**src/rtl/eq2_bist_ctrl.sv**
```systemverilog
// BIST controller for a 2-bit equality comparator: replays 8 stored
// vectors, holds each for HOLD_CYCLES cycles and scores aeqb.
//
// Ports:
//   clk, reset_n       clock, synchronous active-low reset
//   start              one-cycle pulse, begins a pass from IDLE
//   load_en/addr/data  vector memory write, {a[1:0], b[1:0], exp}
//   a, b               registered operands to the comparator
//   aeqb               comparator result
//   busy, done         pass in progress / one-cycle end-of-pass pulse
//   pass, err_cnt      last pass clean / mismatch count (sat. 15)
//   fail_addr          address of the first mismatching vector

module eq2_bist_ctrl #(
    parameter int HOLD_CYCLES = 4
) (
    input  logic       clk,
    input  logic       reset_n,
    input  logic       start,
    input  logic       load_en,
    input  logic [2:0] load_addr,
    input  logic [4:0] load_data,
    output logic [1:0] a,
    output logic [1:0] b,
    input  logic       aeqb,
    output logic       busy,
    output logic       done,
    output logic       pass,
    output logic [3:0] err_cnt,
    output logic [2:0] fail_addr
);

    typedef enum logic [1:0] {
        IDLE,
        RUN,
        DONE
    } state_t;

    localparam logic [3:0] DWELL_LAST = 4'(HOLD_CYCLES - 1);

    state_t     state;
    logic [4:0] mem [8];
    logic [2:0] addr;
    logic [2:0] addr_nxt;
    logic [3:0] dwell;
    logic [4:0] first_vec;
    logic [4:0] cur_vec;
    logic [4:0] next_vec;
    logic       last_dwell;
    logic       mismatch;

    // A write to mem[0] in the start cycle must be seen by the first
    // vector, so bypass the array for that case.
    assign first_vec  = (load_en && load_addr == 3'd0) ? load_data
                                                       : mem[0];
    assign addr_nxt   = addr + 3'd1;
    assign cur_vec    = mem[addr];
    assign next_vec   = mem[addr_nxt];
    assign last_dwell = (dwell == DWELL_LAST);
    assign mismatch   = (aeqb != cur_vec[0]);

    // Vector memory: not reset, writable only outside a pass.
    always_ff @(posedge clk) begin
        if (load_en && !busy) begin
            mem[load_addr] <= load_data;
        end
    end

    always_ff @(posedge clk) begin
        if (!reset_n) begin
            state     <= IDLE;
            addr      <= 3'd0;
            dwell     <= 4'd0;
            a         <= 2'd0;
            b         <= 2'd0;
            busy      <= 1'b0;
            done      <= 1'b0;
            pass      <= 1'b0;
            err_cnt   <= 4'd0;
            fail_addr <= 3'd0;
        end else begin
            done <= 1'b0;
            unique case (state)
                IDLE: begin
                    if (start) begin
                        state     <= RUN;
                        busy      <= 1'b1;
                        addr      <= 3'd0;
                        dwell     <= 4'd0;
                        err_cnt   <= 4'd0;
                        fail_addr <= 3'd0;
                        pass      <= 1'b0;
                        a         <= first_vec[4:3];
                        b         <= first_vec[2:1];
                    end
                end
                RUN: begin
                    if (last_dwell) begin
                        if (mismatch) begin
                            if (err_cnt != 4'hF) begin
                                err_cnt <= err_cnt + 4'd1;
                            end
                            // err_cnt never returns to 0 in a pass, so
                            // zero means this is the first mismatch.
                            if (err_cnt == 4'd0) begin
                                fail_addr <= addr;
                            end
                        end
                        if (addr == 3'd7) begin
                            state <= DONE;
                            busy  <= 1'b0;
                            done  <= 1'b1;
                            a     <= 2'd0;
                            b     <= 2'd0;
                            pass  <= (err_cnt == 4'd0) && !mismatch;
                        end else begin
                            addr  <= addr_nxt;
                            dwell <= 4'd0;
                            a     <= next_vec[4:3];
                            b     <= next_vec[2:1];
                        end
                    end else begin
                        dwell <= dwell + 4'd1;
                    end
                end
                DONE: begin
                    state <= IDLE;
                end
                default: begin
                    state <= IDLE;
                end
            endcase
        end
    end

endmodule

```
**config.mk**
```make
export PLATFORM = sky130hd
export DESIGN_NAME = eq2_bist_ctrl
export DESIGN_NICKNAME = d
export VERILOG_FILES = /design/src/rtl/eq2_bist_ctrl.sv
export SDC_FILE = /design/constraint.sdc
export NUM_CORES = 1
export LEC_CHECK = 0
export CORE_UTILIZATION = 45
export DETAILED_ROUTE_END_ITERATION = 16
export DONT_BUFFER_PORTS = 1
export PLACE_DENSITY = 0.6
export SLEW_MARGIN = 25
export SYNTH_ARGS = -nofsm -noshare
export SYNTH_HDL_FRONTEND = slang
export SYNTH_SLANG_ARGS = --single-unit
```
**constraint.sdc**
```tcl
create_clock -name clk -period 2.58 [get_ports clk]
set_input_delay 0.387 -clock clk [delete_from_list [all_inputs] [get_ports clk]]
set_output_delay 0.387 -clock clk [all_outputs]
set_load 0.01 [all_outputs]
```
==> results of run 1 <==
cells in the mapped netlist, types with 3 or more instances:
library cell  instances
nor3_1                5
o22a_1                4
clkbuf_1              6
nand2b_1              4
nor2_1               19
nand3_1               8
a21oi_1              12
nand2_1              14
edfxtp_1             40
o21ai_0               6
mux2i_1              17
nand4_1               3
ha_1                  5
dfxtp_1              26
inv_1                 4
mux4_2                9
where the power goes:
group	switching [uW]	leakage [uW]	total [uW]	internal (uW)
Combinational	67.5	0.000378	120	52.5
Clock	391	0.000107	938	548
Sequential	22.3	0.000574	1160	1140
flip-flops by register name, summed over array words and instances (netlist names), 2 cells and up, named ones only:
name and flops:
a 2, addr 3, err_cnt 4, fail_addr 3, dwell 4, b 2
mem 40, state 2
layer usage:
layer  GRT usage [%]  part of all wire [%]  wire (um)  vias up
met4            7.68                   1.9        100        0
met5               0                     0          0        -
met3            7.05                   5.5        288       10
met1            21.0                    43       2250      832
met2            31.4                    50       2600       45
li1                -                     -          -      804
metrics by stage:
| stage | power [uW] | instance area [um2] | util [%] | instances | hold WS (ps) |
|---|---|---|---|---|---|
| after floorplan | 1280 | 2780 | - | 209 | 449 |
| after global placement | 1300 | 2880 | 48.4 | 282 | 458 |
| after detailed placement | 1310 | 2880 | 48.4 | 282 | 486 |
| after CTS | 2230 | 3100 | 52.1 | 298 | 133 |
| after global routing | 2300 | 3100 | 52.1 | 298 | 124 |
| final | 2220 | 3100 | 52.1 | 298 | 146 |
final cells by class:
class / instances / share of cell area [%]
multi-input cells: 130 / 32.4
clock buffers: 10 / 4.11
inverters: 5 / 0.605
well taps: 75 / 3.03
clock inverters: 6 / 2.90
flip-flops and latches: 66 / 55.5
repair buffers: 6 / 1.45
worst min path at each step:
stage | to | cells past startpoint
global placement | dwell[1]$_SDFFE_PN0P_ | 2
CTS | mem[2][3]$_DFFE_PP_ | 0
floorplan | dwell[1]$_SDFFE_PN0P_ | 2
finish | mem[1][1]$_DFFE_PP_ | 0
global route | mem[4][2]$_DFFE_PP_ | 0
detailed placement | mem[4][2]$_DFFE_PP_ | 0
logic make-up (layout without fill, tap and decap cells):
group / after synthesis / in the layout / synth area share (%)
compound gates: 29 / 29 / 6.48
flops: 66 / 66 / 61.9
mux: 28 / 28 / 14.8
fa+ha+maj: 5 / 5 / 2.25
buf+inv: 13 / 27 / 1.93
xor+xnor: 3 / 3 / 0.945
simple gates: 65 / 65 / 11.7
worst reg2reg max path: cells and delay by family, from the launching register on:
| family | cells | cell delay, ps |
|---|---|---|
| compound gates | 3 | 860 |
| flops | 1 | 340 |
| simple gates | 1 | 260 |
| fa+ha+maj | 1 | 230 |
| buf+inv | 1 | 170 |
==> parameters.txt, run 1 <==
Parameter                              Value

Logic synthesis
  Post-synthesis sequential element count ... 66
  Number of nets in the synthesized netlist ... 227
  Top cell type's share of synthesized area ... 43.2%
  Average size of a mapped cell ... 13.3 um2
  Library cell occupying the most area in the post-synthesis netlist ... edfxtp_1
  Post-synth top flop ... edfxtp_1
  Cell types with the largest area share after synthesis ... edfxtp_1, dfxtp_1, mux4_2
  Share of synthesized flip-flops with an asynchronous set or reset ... 0%
  Netlist area before placement ... 2780 um2
  Sequential share of the synthesized area ... 61.9%
  Number of warning messages in the yosys log ... 0
  Gate count of the mapped netlist ... 209
  Count of flip-flops with a built-in enable after synthesis ... 40
  Number of unique standard cell types used by synthesis ... 38

Floorplan
  Height of the die ... 80.6 um
  Die Wd ... roughly 81 um
  Core Rows ... 28
  Top-Level Pins ... 27
  Die Area ... approximately 6500 um2
  CORE AREA ... 5960 um2
  Initial Utilization ... 46.7%

Worst setup path
  Cell family with the largest share of critical-path delay ... compound AO/OA/AOI/OAI gates
  Worst Path Class, Setup ... reg2reg
  Worst flop-to-flop path startpoint ... dwell[0]$_SDFFE_PN0P_
  Bufs and invs on worst path ... 1
  Req. time, crit path ... 2800 ps
  R2R depth ... 6
  Worst setup path endpoint ... dwell[2]$_SDFFE_PN0P_
  Delay of the slowest critical-path stage ... 580 ps
  Flop2flop setup slack ... just under 600 ps
  Cell breakdown of the critical path ... ha_1 > and4bb_2 > a211oi_1 > inv_1 > o21ai_0 > a21oi_1
  CP Launch Type ... flop
  Count of cell instances traversed by the critical path ... 6
  Worst Path Arrival ... 2210 ps
  Slowest cell on crit path ... a211oi_1
  Maximum fanout count along the critical path ... 4
  CP endpoint kind ... flop
  Startpoint of the most critical setup path ... dwell[0]$_SDFFE_PN0P_
  R2R Path End ... dwell[2]$_SDFFE_PN0P_

GRT
  Global-route usage over all layers ... 18.6%
  Wire length of the first global-routing pass ... approximately 9000 um
  Congestion Overflow GR ... 0
  Vias in the first global route ... 1816
  Antenna violations before repair ... 0
  Pin count of the biggest net entering global routing ... 18

Layout
  Area Growth Syn to Fin ... 11.6%
  Share of post-route cells with drive strength above 1 ... 15.7%
  Number of fillers in the final layout ... 505
  Total area of sequential cells ... around 1700 um2
  Multi-input logic area ... 1000 um2
  Total number of nets in the final design ... 236
  Most common cell after layout, fill and taps aside ... edfxtp_1
  Antenna diode instance count ... 0
  Most used cells in the layout excluding fill and tap cells ... edfxtp_1, dfxtp_1, nor2_1

Pwr
  Worst-case vdd ir drop ... 452 uV
  Areal power density over the cells ... 717 nW/um2
  Leakage power summed over all cells ... approximately 0.0011 uW

STA
  Summed negative setup slack over all endpoints ... 0 ps
  RSZ-0062 raised after global routing ... no
  Final worst clock skew ... 12.9 ps
  Number of setup violations in the final report ... 0
  Transition at the pin with the smallest max-transition slack ... around 850 ps
  Worst slew margin ... 42.9%
  Max Slew Vio Count ... 0
  Endpoints failing hold ... 0
  Part of the cycle the worst path needs ... 77.0%
  Worst setup margin ... 593 ps
  Top achievable clock speed ... just over 500 MHz
  Final critical-path required period ... 1990 ps

Clock network
  Clock insertion delay at the later pin of the skew report ... 330 ps
  CTS H-tree lvls ... 3
  Number of sinks handled by clock tree synthesis ... 66
  Number of setup buffers added after CTS ... 0
  TritonCTS clock tree ... yes
  Post-CTS sizing ... 0
  Register clock-pin slew on the reported worst setup and hold paths ... 80 ps
  CTS Hold Bufs ... 0
  Num CTS Buffers ... 9
  Root Buffer Master ... clkbuf_8
  Clock buffer depth ... 2

Detailed routing
  Drt first pass iters ... 4
  Wire length per cell ... between 15 and 20 um
  Via count ... 1691
  DR DRC count ... 0
  DR vias/cell ... 5.67
  Overall routed net length ... approximately 5200 um
  Number of routed nets with antenna violations ... 0
  Iteration-0 DRC Markers ... 36

Run
  Total of max-cap violations ... 0

Placed design
  Port bufs ... 0
  Gpl congestion ... 0.748
  Worst-case setup slack after placement ... 620 ps
  Detailed Place HPWL ... about 3800 um

Min path
  Path category of the worst min-delay check ... in2reg
  Hold path startpoint ... load_data[1]

Run status
  Status ... finished clean
No activity file was read; power rests on OpenSTA's default activity.
==> run 2, diff against run 1 <==
--- a/config.mk
+++ b/config.mk
@@ -5,6 +5,7 @@
 export SDC_FILE = /design/constraint.sdc
 export NUM_CORES = 1
 export LEC_CHECK = 0
+export ABC_AREA = 1
 export CORE_UTILIZATION = 45
 export DETAILED_ROUTE_END_ITERATION = 16
 export DONT_BUFFER_PORTS = 1
==> constraint.sdc (replaced) <==
create_clock -name clk -period 2 [get_ports clk]
set_input_delay 0.3 -clock clk [delete_from_list [all_inputs] [get_ports clk]]
set_output_delay 0.3 -clock clk [all_outputs]
set_load 0.01 [all_outputs]
==> run 2 against run 1 <==
Compared with the run above: via count grew 17%; count of clock-buffer cells in the layout rose by 1; cell count rose by 31%; worst hold slack lost 84 ps; worst setup slack worse by 310 ps; highest routed layer unchanged.
==> parameters.txt, run 2 <==
Parameter                              Value

Run status
  Status ... finished clean

Clock network
  Num CTS Buffers ... 9 (unchanged)
  Clock buffer depth ... 2 (unchanged)
  Post-CTS sizing ... 0 (unchanged)
  TritonCTS clock tree ... yes
  Number of setup buffers added after CTS ... 0 (unchanged)
  Register clock-pin slew on the reported worst setup and hold paths ... 70 ps (about the same)
  Number of sinks handled by clock tree synthesis ... 66 (unchanged)
  CTS Hold Bufs ... 0 (unchanged)
  Root Buffer Master ... clkbuf_8
  Clock insertion delay at the later pin of the skew report ... 330 ps (about the same)
  CTS H-tree lvls ... 3 (unchanged)

Logic synthesis
  Top cell type's share of synthesized area ... 41.5% (-1.8 points)
  Post-synth top flop ... edfxtp_1
  Number of unique standard cell types used by synthesis ... 27 (-29%)
  Most used standard cells in the synthesized netlist ... nor2_1, nand2_1, edfxtp_1
  Post-synthesis sequential element count ... 66 (unchanged)
  Average size of a mapped cell ... 9.53 um2 (-28%)
  Gate count of the mapped netlist ... 304 (+45%)
  Count of flip-flops with a built-in enable after synthesis ... 40 (unchanged)
  Library cell occupying the most area in the post-synthesis netlist ... edfxtp_1
  Sequential share of the synthesized area ... 59.4% (-2.5 points)
  Number of warning messages in the yosys log ... 0 (unchanged)
  Share of synthesized flip-flops with an asynchronous set or reset ... 0% (unchanged)
  Number of nets in the synthesized netlist ... 322 (+42%)
  Cell types with the largest area share after synthesis ... edfxtp_1, dfxtp_1, nor2_1
  Most frequent cell after synthesis ... nor2_1
  Netlist area before placement ... 2900 um2 (+4.2%)

Detailed routing
  Wire length per cell ... 14.1 um (-19%)
  Iteration-0 DRC Markers ... 82 (+130%)
  DR vias/cell ... 5.09 (-10%)
  Overall routed net length ... 5500 um (+5.1%)
  DR DRC count ... 0 (unchanged)
  Via count ... 1981 (+17%)
  Drt first pass iters ... 4 (unchanged)
  Number of routed nets with antenna violations ... 0 (unchanged)

Worst setup path
  Req. time, crit path ... 2270 ps (-530 ps)
  Worst Path Class, Setup ... reg2reg
  CP endpoint kind ... flop
  CP Launch Type ... flop
  Worst Path Arrival ... 1990 ps (-220 ps)
  Maximum fanout count along the critical path ... 12 (+8)

STA
  Final worst clock skew ... 8.74 ps (-4.14 ps)
  Final critical-path required period ... 1720 ps (-269 ps)
  RSZ-0062 raised after global routing ... no
  Transition at the pin with the smallest max-transition slack ... 621 ps (-230 ps)
  Endpoints failing hold ... 0 (unchanged)
  Worst slew margin ... 58.5% (+16 points)
  Number of setup violations in the final report ... 0 (unchanged)
  Summed negative setup slack over all endpoints ... 0 ps (unchanged)
  Part of the cycle the worst path needs ... 85.9% (+8.9 points)
  Top achievable clock speed ... 582 MHz (+16%)
  Max Slew Vio Count ... 0 (unchanged)

Layout
  Total area of sequential cells ... 1720 um2 (unchanged)
  Most common cell after layout, fill and taps aside ... nor2_1
  Number of fillers in the final layout ... 572 (+13%)
  Final Instance Area ... 3180 um2 (+2.6%)
  Final cell count without fillers ... 389 (+31%)
  Share of the core filled with cells ... 52.5% (+0.44 points)
  Share of post-route cells with drive strength above 1 ... 12.7% (-3.0 points)
  Multi-input logic area ... 1010 um2 (+0.62%)
  Antenna diode instance count ... 0 (unchanged)
  Biggest registers after layout ... mem x40, dwell x4, err_cnt x4
  Register ranked first by flip-flop count ... mem
  Number of flip-flops under the largest register name ... 40 (unchanged)
  Total number of nets in the final design ... 327 (+39%)
  Area Growth Syn to Fin ... 9.84%
  Most used cells in the layout excluding fill and tap cells ... nor2_1, nand2_1, edfxtp_1

Floorplan
  Die Area ... 6760 um2 (+4.1%)
  Initial Utilization ... 47.8% (+1.1 points)
  Height of the die ... 82.2 um (+2.0%)
  Top-Level Pins ... 27 (unchanged)
  Die Wd ... 82.2 um (+2.0%)
  Core Rows ... 28 (unchanged)
  CORE AREA ... 6060 um2 (+1.8%)

GRT
  Wire length of the first global-routing pass ... 8790 um (+0.16%)
  Vias in the first global route ... 1886 (+3.9%)
  Pin count of the biggest net entering global routing ... 23 (+5)
  Congestion Overflow GR ... 0 (unchanged)
  Antenna violations before repair ... 0 (unchanged)
  Global-route usage over all layers ... 17.9% (-0.66 points)

Pwr
  Leakage power summed over all cells ... 0.00120 uW (+14%)
  Worst-case vdd ir drop ... 513 uV (+13%)
  Areal power density over the cells ... 954 nW/um2 (+33%)

Placed design
  Number of cells in the design after placement ... 373 (+32%)
  Detailed Place HPWL ... 3900 um (+2.8%)
  Area after DPL ... 2970 um2 (+3.1%)
  Port bufs ... 0 (unchanged)
  Gpl congestion ... 0.774 (+3.5%)

Run
  Total of max-cap violations ... 0 (unchanged)

Min path
  Path category of the worst min-delay check ... in2reg
run 2: path summary, 6_finish.rpt:
check,from,to,slack (ps),cells after the start
max,dwell[0]$_SDFFE_PN0P_,fail_addr[1]$_SDFFE_PN0P_,280,11
max reg2reg,dwell[0]$_SDFFE_PN0P_,fail_addr[1]$_SDFFE_PN0P_,280,11
min reg2reg,dwell[1]$_SDFFE_PN0P_,dwell[1]$_SDFFE_PN0P_,490,2
min,load_data[3],mem[1][3]$_DFFE_PP_,60,0
run 2: layout make-up:
| type | count | share of cell area, % |
|---|---|---|
| sequential | 66 | 54.1 |
| timing repair buffer | 2 | 0.472 |
| inverter | 35 | 4.13 |
| multi-input combinational | 195 | 31.8 |
| clock inverter | 5 | 2.48 |
| tap | 75 | 2.95 |
| clock buffer | 11 | 4.13 |
run 2: cells by family (layout without fill, tap and decap cells):
family	after synthesis	count (layout)	synth area share, %
simple gates	126	126	19.9
buf+inv	43	53	5.70
xor+xnor	3	3	0.907
fa+ha+maj	5	5	2.16
compound gates	61	61	11.9
flops	66	66	59.4
run 2: stage by stage:
step | hold WS, ps | total power [uW] | setup slack, ps
final | 61.6 | 3040 | 282
after global routing | 35.4 | 3180 | 128
after CTS | 48.3 | 3060 | 270
after detailed placement | 399 | 1880 | 280
after global placement | 399 | 1880 | 298
after floorplan | 399 | 1820 | 530
run 2: report_power, final:
group          total (uW)  switching, uW  internal [uW]  leakage [uW]
clock                1190            489            701      0.000107
sequential           1550           53.4           1490      0.000575
combinational         299            199            100      0.000520
run 2: per-layer routing:
metal	GRT usage (%)	routed length, um	vias to the layer above
li1	-	-	1036
met5	0	0	-
met2	27.6	2390	41
met4	6.84	65	0
met3	5.71	305	8
met1	23.6	2730	896
run 2: critical path: stages, from the launching register on:
cell and delay [ps]:
dfxtp_1 370, ha_1 210, nand2_2 110, nand2_4 100
o21ai_2 70, nor2_4 240, inv_2 120, a21oi_4 160
nand2_1 80, inv_2 70, nor2_1 40, nor2_2 70
==> run 3, diff against run 2 <==
--- a/config.mk
+++ b/config.mk
@@ -6,6 +6,7 @@
 export NUM_CORES = 1
 export LEC_CHECK = 0
 export ABC_AREA = 1
+export CORE_MARGIN = 8
 export CORE_UTILIZATION = 45
 export DETAILED_ROUTE_END_ITERATION = 16
 export DONT_BUFFER_PORTS = 1
==> constraint.sdc (replaced) <==
create_clock -name clk -period 1.6 [get_ports clk]
set_input_delay 0.24 -clock clk [delete_from_list [all_inputs] [get_ports clk]]
set_output_delay 0.24 -clock clk [all_outputs]
set_load 0.01 [all_outputs]
==> run 3 against run 2 <==
Compared with the run above: critical path depth fell by 3; non-clock buffer count increased by 26; global-route usage decreased by 3.1 points; wire length grew 14%; via count rose by 6.3%; clock power rose by 28%; first-iteration DRC count down 8.5%; count of clock-buffer cells in the layout fell by 2.
==> parameters.txt, run 3 (synthesized netlist as in run 2, its figures left out) <==
Parameter                              Value

Pwr
  Leakage power summed over all cells ... 0.00133 uW (+10%)
  Areal power density over the cells ... 1140 nW/um2 (+20%)
  Worst-case vdd ir drop ... 743 uV (+45%)

Layout
  Total area of sequential cells ... 1730 um2 (+0.22%)
  Biggest registers after layout ... mem x40, dwell x4, err_cnt x4
  Final Instance Area ... 3440 um2 (+8.2%)
  Total number of nets in the final design ... 354 (+8.3%)
  Number of fillers in the final layout ... 576 (+0.70%)
  Multi-input logic area ... 1020 um2 (+0.49%)
  Area Growth Syn to Fin ... 18.8%
  Number of flip-flops under the largest register name ... 40 (unchanged)
  Share of post-route cells with drive strength above 1 ... 20.5% (+7.8 points)
  Antenna diode instance count ... 0 (unchanged)
  Most common cell after layout, fill and taps aside ... nor2_1
  Register ranked first by flip-flop count ... mem
  Most used cells in the layout excluding fill and tap cells ... nor2_1, nand2_1, edfxtp_1

Run status
  Status ... finished clean

STA
  Part of the cycle the worst path needs ... 92.5% (+6.6 points)
  Final worst clock skew ... 10.6 ps (+1.81 ps)
  Top achievable clock speed ... 676 MHz (+16%)
  Final critical-path required period ... 1480 ps (-238 ps)
  Worst setup margin ... 120 ps (-162 ps)
  Transition at the pin with the smallest max-transition slack ... 301 ps (-320 ps)
  Summed negative setup slack over all endpoints ... 0 ps (unchanged)
  Endpoints failing hold ... 0 (unchanged)
  Max Slew Vio Count ... 0 (unchanged)
  Number of setup violations in the final report ... 0 (unchanged)
  RSZ-0062 raised after global routing ... yes
  Worst slew margin ... 79.9% (+21 points)

Min path
  Path category of the worst min-delay check ... in2reg

Detailed routing
  Via count ... 2105 (+6.3%)
  Wire length per cell ... 15.1 um (+6.5%)
  DR DRC count ... 0 (unchanged)
  DR vias/cell ... 5.04 (-1.1%)
  Number of routed nets with antenna violations ... 0 (unchanged)
  Drt first pass iters ... 4 (unchanged)
  Iteration-0 DRC Markers ... 75 (-8.5%)
  Overall routed net length ... 6290 um (+14%)

Floorplan
  Core Rows ... 29 (+3.6%)
  Height of the die ... 96.2 um (+17%)
  Initial Utilization ... 46.2% (-1.6 points)
  Die Area ... 9260 um2 (+37%)
  CORE AREA ... 6280 um2 (+3.6%)
  Top-Level Pins ... 27 (unchanged)
  Die Wd ... 96.2 um (+17%)

Clock network
  Num CTS Buffers ... 9 (unchanged)
  Root Buffer Master ... clkbuf_8
  CTS H-tree lvls ... 3 (unchanged)
  Clock insertion delay at the later pin of the skew report ... 350 ps (+20 ps)
  Clock buffer depth ... 2 (unchanged)
  Register clock-pin slew on the reported worst setup and hold paths ... 70 ps (about the same)
  TritonCTS clock tree ... yes
  Number of sinks handled by clock tree synthesis ... 66 (unchanged)

Placed design
  Area after DPL ... 3100 um2 (+4.3%)
  Detailed Place HPWL ... 4290 um (+9.8%)
  Gpl congestion ... 0.792 (+2.3%)
  Port bufs ... 0 (unchanged)
  Worst-case setup slack after placement ... -34.1 ps (-315 ps)

GRT
  Global-route usage over all layers ... 14.9% (-3.1 points)
  Antenna violations before repair ... 0 (unchanged)
  Vias in the first global route ... 2132 (+13%)
  Pin count of the biggest net entering global routing ... 23 (unchanged)
  Congestion Overflow GR ... 0 (unchanged)
  Wire length of the first global-routing pass ... 10300 um (+17%)

Worst setup path
  Slowest cell on crit path ... dfxtp_1
  CP endpoint kind ... flop
  Worst Path Class, Setup ... reg2reg
  CP Launch Type ... flop
  Maximum fanout count along the critical path ... 14 (+2)
  Cell breakdown of the critical path ... ha_1 > buf_12 > inv_2 > nor2_1 > o21ai_0 > nand2_1 > o211ai_1 > a31oi_1
  Req. time, crit path ... 1830 ps (-440 ps)
  Delay of the slowest critical-path stage ... 330 ps (-40 ps)
  Worst Path Arrival ... 1710 ps (-280 ps)

Run
  Total of max-cap violations ... 0 (unchanged)
[run 3: final timing paths]
check	to	cells past startpoint	slack, ps	from
max	b[0]$_SDFFE_PN0P_	8	120	addr[0]$_SDFFE_PN0P_
min	a[1]$_SDFFE_PN0P_	2	30	reset_n
max reg2reg	b[0]$_SDFFE_PN0P_	8	120	addr[0]$_SDFFE_PN0P_
min reg2reg	dwell[1]$_SDFFE_PN0P_	2	480	dwell[1]$_SDFFE_PN0P_
[run 3: layer usage]
layer	routed length, um	GRT usage (%)	vias up
li1	-	-	1091
met5	0	0	-
met4	116	7.81	0
met1	2940	18.1	943
met3	438	5.07	14
met2	2800	22.8	57
[run 3: area by class of cell]
class	count	share of cell area, %
Clock buffer	9	3.60
Clock inverter	7	2.73
Inverter	35	4.03
Multi-Input combinational cell	195	29.5
Sequential cell	66	50.1
Tap cell	77	2.80
Timing Repair Buffer	28	7.01
Timing Repair inverter	1	0.218
[run 3: power breakdown]
| part | internal [uW] | total, uW | switching [uW] |
|---|---|---|---|
| logic | 188 | 487 | 300 |
| registers | 1870 | 1930 | 62.6 |
| clock network | 873 | 1520 | 649 |
[run 3: what timing repair did]
action                                  CTS  global route
buffers inserted                          0             5
gates cloned                              0             1
hold endpoints to repair                 41             0
hold buffers                              6             0
endpoints found under the setup margin    2            16
gates resized for setup                   2            13
[run 3: critical path, delay by kind of cell, from the launching register on]
family / cells / cell delay [ps]
flip-flops: 1 / 330
AND/OR/NAND/NOR: 2 / 120
buffers and inverters: 2 / 240
adder cells (fa/ha/maj): 1 / 330
AO/OA/AOI/OAI: 3 / 340
[run 3: per-stage QoR]
| stage | total power, uW | instances | hold WS (ps) | util [%] |
|---|---|---|---|---|
| 6_report | 3940 | 418 | 31.4 | 54.9 |
| 5_1_grt | 4110 | 418 | 24.5 | 54.9 |
| 4_1_cts | 3950 | 412 | 16.4 | 53.8 |
| 3_5_place_dp | 2400 | 390 | 339 | 49.4 |
| 3_3_place_gp | 2400 | 390 | 339 | 49.4 |
| 2_1_floorplan | 2270 | 304 | 339 | - |
